$ cat src/rtl/bcd_to_bin.sv
// Sequential BCD-to-binary decoder using iterative reverse double-dabble.
// One bit of the binary result is produced per clock while in SHIFT.
module bcd_to_bin #(
  parameter int DIGITS = 2,
  parameter int BIN_W  = 7
) (
  input  logic                  clk,
  input  logic                  rst,
  input  logic                  start,
  input  logic [4*DIGITS-1:0]   bcd_in,
  output logic                  busy,
  output logic                  done,
  output logic [BIN_W-1:0]      bin_out,
  output logic                  err
);

  localparam int BCD_W = 4 * DIGITS;
  localparam int CNT_W = $clog2(BIN_W + 1);

  typedef enum logic [1:0] {
    IDLE  = 2'd0,
    SHIFT = 2'd1,
    DONE  = 2'd2
  } state_t;

  state_t             state;
  state_t             state_nxt;
  logic [BCD_W-1:0]   sr_bcd;
  logic [BCD_W-1:0]   bcd_nxt;
  logic [BIN_W-1:0]   sr_bin;
  logic [BIN_W-1:0]   bin_nxt;
  logic [CNT_W-1:0]   cnt;
  logic               in_valid;
  logic               last_iter;

  // A code is convertible only if every nibble is a decimal digit.
  always_comb begin
    in_valid = 1'b1;
    for (int k = 0; k < DIGITS; k++) begin
      if (bcd_in[4*k +: 4] > 4'd9) begin
        in_valid = 1'b0;
      end
    end
  end

  // Shift the BCD/binary pair right, then correct digits that underflowed past 4.
  always_comb begin
    {bcd_nxt, bin_nxt} = {1'b0, sr_bcd, sr_bin[BIN_W-1:1]};
    for (int k = 0; k < DIGITS; k++) begin
      if (bcd_nxt[4*k +: 4] >= 4'd8) begin
        bcd_nxt[4*k +: 4] = bcd_nxt[4*k +: 4] - 4'd3;
      end
    end
  end

  assign last_iter = (cnt == CNT_W'(BIN_W - 1));

  always_ff @(posedge clk or posedge rst) begin
    if (rst) begin
      state <= IDLE;
    end else begin
      state <= state_nxt;
    end
  end

  always_comb begin
    state_nxt = state;
    case (state)
      IDLE: begin
        if (start) begin
          state_nxt = in_valid ? SHIFT : DONE;
        end
      end
      SHIFT: begin
        if (last_iter) begin
          state_nxt = DONE;
        end
      end
      DONE:    state_nxt = IDLE;
      default: state_nxt = IDLE;
    endcase
  end

  always_comb begin
    busy = (state == SHIFT);
    done = (state == DONE);
  end

  always_ff @(posedge clk or posedge rst) begin
    if (rst) begin
      sr_bcd  <= '0;
      sr_bin  <= '0;
      cnt     <= '0;
      bin_out <= '0;
      err     <= 1'b0;
    end else begin
      case (state)
        IDLE: begin
          if (start) begin
            sr_bcd <= bcd_in;
            sr_bin <= '0;
            cnt    <= '0;
            err    <= ~in_valid;
            if (!in_valid) begin
              bin_out <= '0;
            end
          end
        end
        SHIFT: begin
          sr_bcd <= bcd_nxt;
          sr_bin <= bin_nxt;
          cnt    <= cnt + CNT_W'(1);
          if (last_iter) begin
            bin_out <= bin_nxt;
          end
        end
        default: begin
        end
      endcase
    end
  end

endmodule

$ cat config.mk
export PLATFORM = sky130hd
export DESIGN_NAME = bcd_to_bin
export DESIGN_NICKNAME = d
export VERILOG_FILES = /design/src/rtl/bcd_to_bin.sv
export SDC_FILE = /design/constraint.sdc
export NUM_CORES = 1
export LEC_CHECK = 0
export BUFFER_PORTS_ARGS = -buffer_cell sky130_fd_sc_hd__buf_2
export CELL_PAD_IN_SITES_DETAIL_PLACEMENT = 1
export CELL_PAD_IN_SITES_GLOBAL_PLACEMENT = 2
export CORE_MARGIN = 2
export CORE_UTILIZATION = 25
export DETAILED_ROUTE_END_ITERATION = 8
export PLACE_DENSITY = 0.59
export SLEW_MARGIN = 40
export SYNTH_ARGS = -nofsm -noshare
export SYNTH_HDL_FRONTEND = slang
export SYNTH_SLANG_ARGS = --single-unit
$ cat constraint.sdc
create_clock -name clk -period 1.53 [get_ports clk]
set_input_delay 0.0765 -clock clk [delete_from_list [all_inputs] [get_ports clk]]
set_output_delay 0.0765 -clock clk [all_outputs]
set_load 0.005 [all_outputs]
==> results of run 1 <==
==> power by group through the flow <==
stage          combinational, µW  sequential, µW  clock [µW]
2_1_floorplan                783            1090           0
3_3_place_gp                 916            1210           0
3_5_place_dp                 938            1230           0
4_1_cts                      952            1210         438
5_1_grt                     1070            1260         462
6_report                     934            1200         423
==> repair_timing <==
item                                    in CTS  in global routing
endpoints found under the hold margin       27                  0
hold buffers                                 1                  0
endpoints found under the setup margin       0                  1
resized for setup                            0                  0
==> cells by family (layout without fill, tap and decap cells) <==
logic type | after synthesis | after routing | synth area share
simple gates | 22 | 22 | 0.0959
xor+xnor | 2 | 2 | 0.0136
fa+ha+maj | 4 | 4 | 0.0388
compound gates | 41 | 41 | 0.244
buf+inv | 14 | 38 | 0.0610
flops | 27 | 27 | 0.523
mux | 3 | 3 | 0.0233
==> tightest hold or removal path, stage by stage <==
cell	delay, ns
buf_2	0.10
nand2_1	0.06
a31oi_1	0.08
==> metrics by stage <==
step           std cells  cell area [µm²]  hold slack, ns   util  setup WS [ns]
2_1_floorplan        113             1290           0.129      -          0.217
3_3_place_gp         202             1470           0.161  0.292          0.193
3_5_place_dp         202             1470           0.160  0.292          0.134
4_1_cts              207             1530          0.0627  0.303          0.118
5_1_grt              207             1530          0.0700  0.303        0.00678
6_report             207             1530          0.0669  0.303          0.121
==> cell usage after synthesis, drive strengths merged <==
master	number	area, µm²
a21oi	6	30.0
a22o	13	114
a2bb2oi	1	8.76
a31oi	1	6.26
and2b	1	7.51
and4b	1	10.0
buf	5	42.5
clkbuf	1	3.75
dfrtp	27	676
ha	4	50.1
inv	8	32.5
mux2i	3	30.0
nand2	9	33.8
nand2b	3	18.8
nand3	1	5.00
nor2	3	11.3
nor2b	2	12.5
nor3b	1	18.8
o211a	1	10.0
o21a	2	15.0
o21ai	5	25.0
o21bai	1	11.3
o22a	2	17.5
o22ai	8	50.1
o32ai	1	27.5
or3	1	6.26
xnor2	1	8.76
xor2	1	8.76
==> cells in the final DEF, fill, tap and decap left out, types with 3 or more instances in the layout <==
master,n
mux2i_1,3
buf_4,5
nand2b_1,3
inv_1,7
a21oi_1,6
dfrtp_1,27
clkbuf_8,3
buf_2,20
ha_1,4
nand2_1,9
a22o_1,13
o21ai_0,5
nor2_1,3
o22ai_1,8
==> final cells by class <==
class	count	area, µm²	share of cell area
inverters	8	32.5	0.0213
flip-flops and latches	27	676	0.442
repair buffers	26	148	0.0966
well taps	70	87.6	0.0573
clock buffers	3	41.3	0.0270
multi-input cells	72	537	0.351
clock inverters	1	7.51	0.00491
==> worst max-delay path by stage <==
stage	start	to	slack, ns	cells past startpoint
4_1_cts	cnt[0]	bin_out[5]	0.12	5
3_3_place_gp	cnt[0]	bin_out[1]	0.19	5
6_report	cnt[0]	bin_out[5]	0.12	5
5_1_grt	cnt[0]	bin_out[5]	0.007	5
2_1_floorplan	cnt[0]	bin_out[0]	0.22	6
3_5_place_dp	cnt[0]	bin_out[4]	0.13	5
==> routing by layer <==
layer | track usage | wire [µm]
met3 | 0.0198 | 55
met4 | 0.0409 | 26
met1 | 0.179 | 1570
met2 | 0.184 | 1400
met5 | 0 | 0
==> state kept, by name, summed over array words and instances, names as in the netlist <==
name     cells
bin_out      7
cnt          3
err          1
sr_bcd       8
sr_bin       6
state        2
==> results.sh, run 1 <==
export IMPL_die_area_um2=5760
export IMPL_gp_congestion=0.751
export IMPL_min_period_ns=1.41
export IMPL_fmax_ghz=0.710
export IMPL_power_density_nw_per_um2=1680
export IMPL_synth_seq_cells=27
export IMPL_die_w_um=75.9
export IMPL_setup_viol=0
export IMPL_num_vias=943
export IMPL_synthCells=113
export IMPL_start_kind="flip-flop"
export IMPL_r2r_start="cnt[0]"
export IMPL_clk_path_buf_depth=2
export IMPL_first_global_vias=1042
export IMPL_finalHoldViolations=0
export IMPL_holdCritPathClass="in -> reg"
export IMPL_drc=0
export IMPL_critical_path_class="reg -> reg"
export IMPL_dp_hpwl_mm=2.24
export IMPL_path_buf_inv=2
export IMPL_p_clk_frac=0.165
export IMPL_power_leakage_uw=0.000736
export IMPL_insertion_delay_ns=0.27
export IMPL_synthesis_nets=128
export IMPL_dr_pass1_iters=4
export IMPL_r2r_slack_ns=0.12
export IMPL_required_ns=1.70
export IMPL_min_to="sr_bcd[1]"
export IMPL_nets=153
export IMPL_grt_pass1_wl_mm=5.26
export IMPL_floorplan_initialDensity=0.256
export IMPL_ys_seq_area_frac=0.523
export IMPL_ir_drop_v=0.000621
export IMPL_end_kind="flip-flop"
export IMPL_grt_overflow_total=0
export IMPL_drv_cap=0
export IMPL_tns_ns=0
export IMPL_wl_mm=3.06
export IMPL_core_um2=5040
export IMPL_slew_limit_headroom=0.703
export IMPL_grt_setup_unrepaired="false"
export IMPL_syn_avg_cell_area_um2=11.4
export IMPL_clk_pin_slew_ns=0.10
export IMPL_cp_max_fo=7
export IMPL_cts_setup_buffers=0
export IMPL_r2r_end="bin_out[5]"
export IMPL_fill_cells=588
export IMPL_worst_pin_slew_ns=0.445
export IMPL_clkSinkCount=27
export IMPL_final_max_slew_violation_count=0
export IMPL_io_pins=21
export IMPL_combPwrFrac=0.365
export IMPL_diodes=0
export IMPL_cpPeakStageDelay_ns=0.41
export IMPL_ys_warn_count=0
export IMPL_viasPerCell=4.56
export IMPL_drt_iter0_markers=38
export IMPL_crit_family="flip-flops"
export IMPL_grt_max_degree=28
export IMPL_htree_levels=1
export IMPL_worstPathCellList="inv_1, ha_1, and4b_1, buf_4, a22o_1"
export IMPL_ant_nets=0
export IMPL_finClkSkew_ns=0.00383
export IMPL_power_uw=2560
export IMPL_status="finished, final reports clean"
export IMPL_critPathSlowestCell="dfrtp_1"
export IMPL_antenna_found_initial=0
export IMPL_grt_util_all_layers=0.122
export IMPL_synth_distinct_cells=31
export IMPL_worstRegToRegCells=5
export IMPL_wl_per_cell_um=14.8
export IMPL_min_from="bcd_in[1]"
export IMPL_crit_arrival_ns=1.58
export IMPL_clock_tree_root_cell="clkbuf_8"
export IMPL_netSwitchingFraction=0.387
export IMPL_whs_path_depth=3
export IMPL_syn_area_um2=1290
export IMPL_switchingPower_uw=991
export IMPL_intPower_uw=1570
export IMPL_syn2layout_area_growth_pct=18.4
export IMPL_cts_tree="built"
export IMPL_dieHeight_um=75.9
export IMPL_numCtsBuffers=3
export IMPL_drive_above_1_share=0.241
export IMPL_core_rowCount=26
export IMPL_portBuffers=20
export IMPL_fin_crit_sh=0.921
export IMPL_p_seq_frac=0.470
Note: power is estimated with default switching activity, not from simulation.
==> run 2: changes to the inputs <==
Settings changed: SETUP_SLACK_MARGIN from default to 0.2.
==> results.sh, run 2 (same netlist as run 1, synthesis figures left out) <==
export IMPL_grt_overflow_total=0
export IMPL_fmax_ghz=0.728
export IMPL_reg_top3="sr_bcd (8), bin_out (7), sr_bin (6)"
export IMPL_clock_tree_root_cell="clkbuf_8"
export IMPL_busiest_layer="met2"
export IMPL_core_rowCount=26
export IMPL_end_kind="flip-flop"
export IMPL_fill_cells=585
export IMPL_gp_congestion=0.751
export IMPL_viasPerCell=4.53
export IMPL_slew_limit_headroom=0.696
export IMPL_power_density_nw_per_um2=1680
export IMPL_grt_util_all_layers=0.125
export IMPL_power_leakage_uw=0.000773
export IMPL_diodes=0
export IMPL_finalNonFillerCells=215
export IMPL_wl_mm=3.14
export IMPL_critical_path_class="reg -> reg"
export IMPL_met2_usage=0.192
export IMPL_io_pins=21
export IMPL_worstRegToRegCells=5
export IMPL_drc=0
export IMPL_required_ns=1.70
export IMPL_floorplan_initialDensity=0.256
export IMPL_start_kind="flip-flop"
export IMPL_insertion_delay_ns=0.27
export IMPL_clk_pin_slew_ns=0.10
export IMPL_grtUsageMet1=0.180
export IMPL_dieHeight_um=75.9
export IMPL_final_max_slew_violation_count=0
export IMPL_final_cell_mix="25 x dfrtp_1, 20 x buf_2, 13 x a22o_1"
export IMPL_grt_pass1_wl_mm=5.38
export IMPL_core_um2=5040
export IMPL_ir_drop_v=0.000599
export IMPL_dp_hpwl_mm=2.24
export IMPL_largest_register_ffs=8
export IMPL_drv_cap=0
export IMPL_nets=161
export IMPL_finalHoldViolations=0
export IMPL_numCtsBuffers=3
export IMPL_startpoint="cnt[0]"
export IMPL_min_period_ns=1.37
export IMPL_cts_tree="built"
export IMPL_r2r_slack_ns=0.16
export IMPL_grtUsageMet3=0.0198
export IMPL_cp_max_fo=8
export IMPL_r2r_start="cnt[0]"
export IMPL_r2r_end="bin_out[0]"
export IMPL_finClkSkew_ns=0.00274
export IMPL_grt_setup_unrepaired="true"
export IMPL_crit_arrival_ns=1.54
export IMPL_fin_crit_sh=0.898
export IMPL_clk_path_buf_depth=2
export IMPL_first_global_vias=1053
export IMPL_worst_pin_slew_ns=0.455
export IMPL_worstSetupEndpoint="bin_out[0]"
export IMPL_wl_per_cell_um=14.6
export IMPL_clkSinkCount=27
export IMPL_num_vias=973
export IMPL_htree_levels=1
export IMPL_layout_commonest_cell="dfrtp_1"
export IMPL_holdCritPathClass="in -> reg"
export IMPL_dp_cells=202
export IMPL_die_area_um2=5760
export IMPL_status="finished, final reports clean"
export IMPL_dr_pass1_iters=3
export IMPL_tns_ns=0
export IMPL_setup_viol=0
export IMPL_drive_above_1_share=0.324
export IMPL_drt_iter0_markers=57
export IMPL_ant_nets=0
export IMPL_antenna_found_initial=0
export IMPL_portBuffers=20
export IMPL_regMostFlops="sr_bcd"
export IMPL_syn2layout_area_growth_pct=24.1
export IMPL_grt_max_degree=28
export IMPL_die_w_um=75.9
-- run 2: layout make-up --
class / instances / area, µm² / area share
Timing Repair Buffer: 34 / 211 / 0.132
Inverter: 8 / 32.5 / 0.0203
Clock buffer: 3 / 41.3 / 0.0258
Clock inverter: 1 / 7.51 / 0.00468
Sequential cell: 27 / 678 / 0.423
Multi-Input combinational cell: 72 / 544 / 0.340
Tap cell: 70 / 87.6 / 0.0546
-- run 2: how the worst min path moves through the flow --
stage / startpoint / endpoint / depth (start not counted)
finish: bcd_in[1] / sr_bcd[1] / 3
global route: bcd_in[1] / sr_bcd[1] / 3
CTS: bcd_in[1] / sr_bcd[1] / 3
detailed placement: rst / sr_bin[3] / 3
global placement: rst / sr_bin[1] / 3
floorplan: rst / bin_out[0] / 1
-- run 2: power by group --
part	internal [µW]	switching, µW
combinational	549	523
clock	185	239
sequential	942	257
total	1680	1020
-- run 2: per-stage QoR --
step / setup slack [ns] / total power (µW) / instance area, µm² / utilization / hold slack, ns
after floorplan: 0.217 / 1870 / 1290 / - / 0.129
after global placement: 0.193 / 2130 / 1470 / 0.292 / 0.161
after detailed placement: 0.134 / 2170 / 1470 / 0.292 / 0.160
after CTS: 0.179 / 2680 / 1570 / 0.312 / 0.0627
after global routing: 0.0765 / 2920 / 1600 / 0.318 / 0.0696
final: 0.156 / 2700 / 1600 / 0.318 / 0.0671
-- run 2: what timing repair did --
item	4_1_cts	5_1_grt
cloned	0	0
resized for setup	4	3
hold endpoints to repair	27	0
pin swaps	1	5
endpoints found under the setup margin	10	13
buffers inserted	5	3
hold buffers	1	0
-- run 2: layer usage --
| metal | share of wire | routed length (µm) |
|---|---|---|
| met1 | 0.51 | 1600 |
| met2 | 0.46 | 1450 |
| met3 | 0.018 | 55 |
| met4 | 0.0083 | 26 |
| met5 | 0 | 0 |
-- run 2: worst max-delay path: stages (launching register included) --
cell and delay (ns):
dfrtp_1 0.40, inv_1 0.07, ha_2 0.17, and4b_2 0.27
o32ai_4 0.14, a22o_1 0.23
==> run 3: changes to the inputs <==
Settings changed: CORE_MARGIN 2 to 4.
==> results.sh, run 3 (same netlist as run 1, synthesis figures left out) <==
export IMPL_fill_cells=553
export IMPL_core_um2=4850
export IMPL_power_uw=2650
export IMPL_crit_arrival_ns=1.50
export IMPL_r2r_start="cnt[0]"
export IMPL_regMostFlops="sr_bcd"
export IMPL_grt_setup_unrepaired="true"
export IMPL_worstSetupEndpoint="bin_out[0]"
export IMPL_dieHeight_um=79.9
export IMPL_critical_path_class="reg -> reg"
export IMPL_core_rowCount=25
export IMPL_cp_max_fo=8
export IMPL_drt_iter0_markers=41
export IMPL_hold_slack_ns=0.0755
export IMPL_finalInstanceArea_um2=1580
export IMPL_reg_top3="sr_bcd (8), bin_out (7), sr_bin (6)"
export IMPL_finalHoldViolations=0
export IMPL_min_period_ns=1.33
export IMPL_final_cell_mix="25 x dfrtp_1, 20 x buf_2, 13 x a22o_1"
export IMPL_ant_nets=0
export IMPL_grt_util_all_layers=0.108
export IMPL_clkSinkCount=27
export IMPL_drive_above_1_share=0.317
export IMPL_wl_mm=3.15
export IMPL_gp_congestion=0.692
export IMPL_first_global_vias=1013
export IMPL_finClkSkew_ns=0.00722
export IMPL_clock_tree_root_cell="clkbuf_8"
export IMPL_status="finished, final reports clean"
export IMPL_diodes=0
export IMPL_whs_path_depth=3
export IMPL_power_leakage_uw=0.000757
export IMPL_syn2layout_area_growth_pct=22.3
export IMPL_num_vias=967
export IMPL_dr_pass1_iters=4
export IMPL_required_ns=1.70
export IMPL_final_max_slew_violation_count=0
export IMPL_antenna_found_initial=0
export IMPL_cts_tree="built"
export IMPL_grt_max_degree=28
export IMPL_setup_ws_ns=0.203
export IMPL_drv_cap=0
export IMPL_htree_levels=1
export IMPL_start_kind="flip-flop"
export IMPL_clk_pin_slew_ns=0.10
export IMPL_floorplan_initialDensity=0.266
export IMPL_io_pins=21
export IMPL_nets=158
export IMPL_insertion_delay_ns=0.28
export IMPL_tns_ns=0
export IMPL_end_kind="flip-flop"
export IMPL_drc=0
export IMPL_worst_pin_slew_ns=0.425
export IMPL_holdCritPathClass="in -> reg"
export IMPL_setup_viol=0
export IMPL_layout_commonest_cell="dfrtp_1"
export IMPL_ir_drop_v=0.000454
export IMPL_r2r_end="bin_out[0]"
export IMPL_die_w_um=79.9
export IMPL_slew_limit_headroom=0.717
export IMPL_grt_overflow_total=0
export IMPL_wl_per_cell_um=15.1
export IMPL_numCtsBuffers=3
export IMPL_fin_crit_sh=0.867
export IMPL_grt_pass1_wl_mm=5.29
export IMPL_place_area_um2=1480
export IMPL_die_area_um2=6380
export IMPL_viasPerCell=4.63
export IMPL_place_ws_ns=0.160
export IMPL_fmax_ghz=0.754
export IMPL_worstRegToRegCells=5
export IMPL_largest_register_ffs=8
export IMPL_clk_path_buf_depth=2
export IMPL_power_density_nw_per_um2=1680
export IMPL_startpoint="cnt[0]"
export IMPL_portBuffers=20
export IMPL_dp_hpwl_mm=2.33
export IMPL_r2r_slack_ns=0.20
==> run 3: cell type report <==
class / count / area (µm²) / area share
multi-input cells: 72 / 544 / 0.345
repair buffers: 31 / 189 / 0.120
flip-flops and latches: 27 / 678 / 0.429
well taps: 67 / 83.8 / 0.0531
inverters: 8 / 35.0 / 0.0222
clock inverters: 1 / 7.51 / 0.00475
clock buffers: 3 / 41.3 / 0.0261
==> run 3: stage by stage <==
step | cells | util
floorplan | 113 | -
global placement | 201 | 0.306
detailed placement | 201 | 0.306
CTS | 209 | 0.323
global route | 209 | 0.326
finish | 209 | 0.326
==> run 3: timing repair <==
item,4_1_cts,5_1_grt
hold endpoints to repair,27,0
buffers inserted,3,0
hold buffers,1,0
resized for setup,3,6
endpoints found under the setup margin,10,14
pin swaps,1,1
==> run 3: where the power goes <==
part | switching, µW | internal (µW)
registers | 246 | 941
clock network | 248 | 185
logic | 507 | 523
==> run 3: worst min path at each step <==
stage / start / to / slack (ns)
3_5_place_dp: rst / bin_out[4] / 0.17
5_1_grt: bcd_in[1] / sr_bcd[1] / 0.09
3_3_place_gp: rst / sr_bin[6] / 0.16
2_1_floorplan: rst / bin_out[0] / 0.13
6_report: bcd_in[1] / sr_bcd[1] / 0.08
4_1_cts: bcd_in[1] / sr_bcd[1] / 0.07
==> run 3: critical path, cell delays in order (launching register included) <==
cell and delay, ns:
dfrtp_1 0.39, inv_1 0.06, ha_1 0.15, and4b_2 0.27, o32ai_4 0.13, a22o_1 0.22
==> run 3: metal layers <==
layer / part of all wire / vias up / wire, µm / GRT usage
met3: 0.025 / 4 / 80 / 0.0181
met2: 0.47 / 10 / 1500 / 0.169
met5: 0 / - / 0 / 0
li1: - / 467 / - / -
met1: 0.49 / 486 / 1530 / 0.150
met4: 0.014 / 0 / 44 / 0.0355
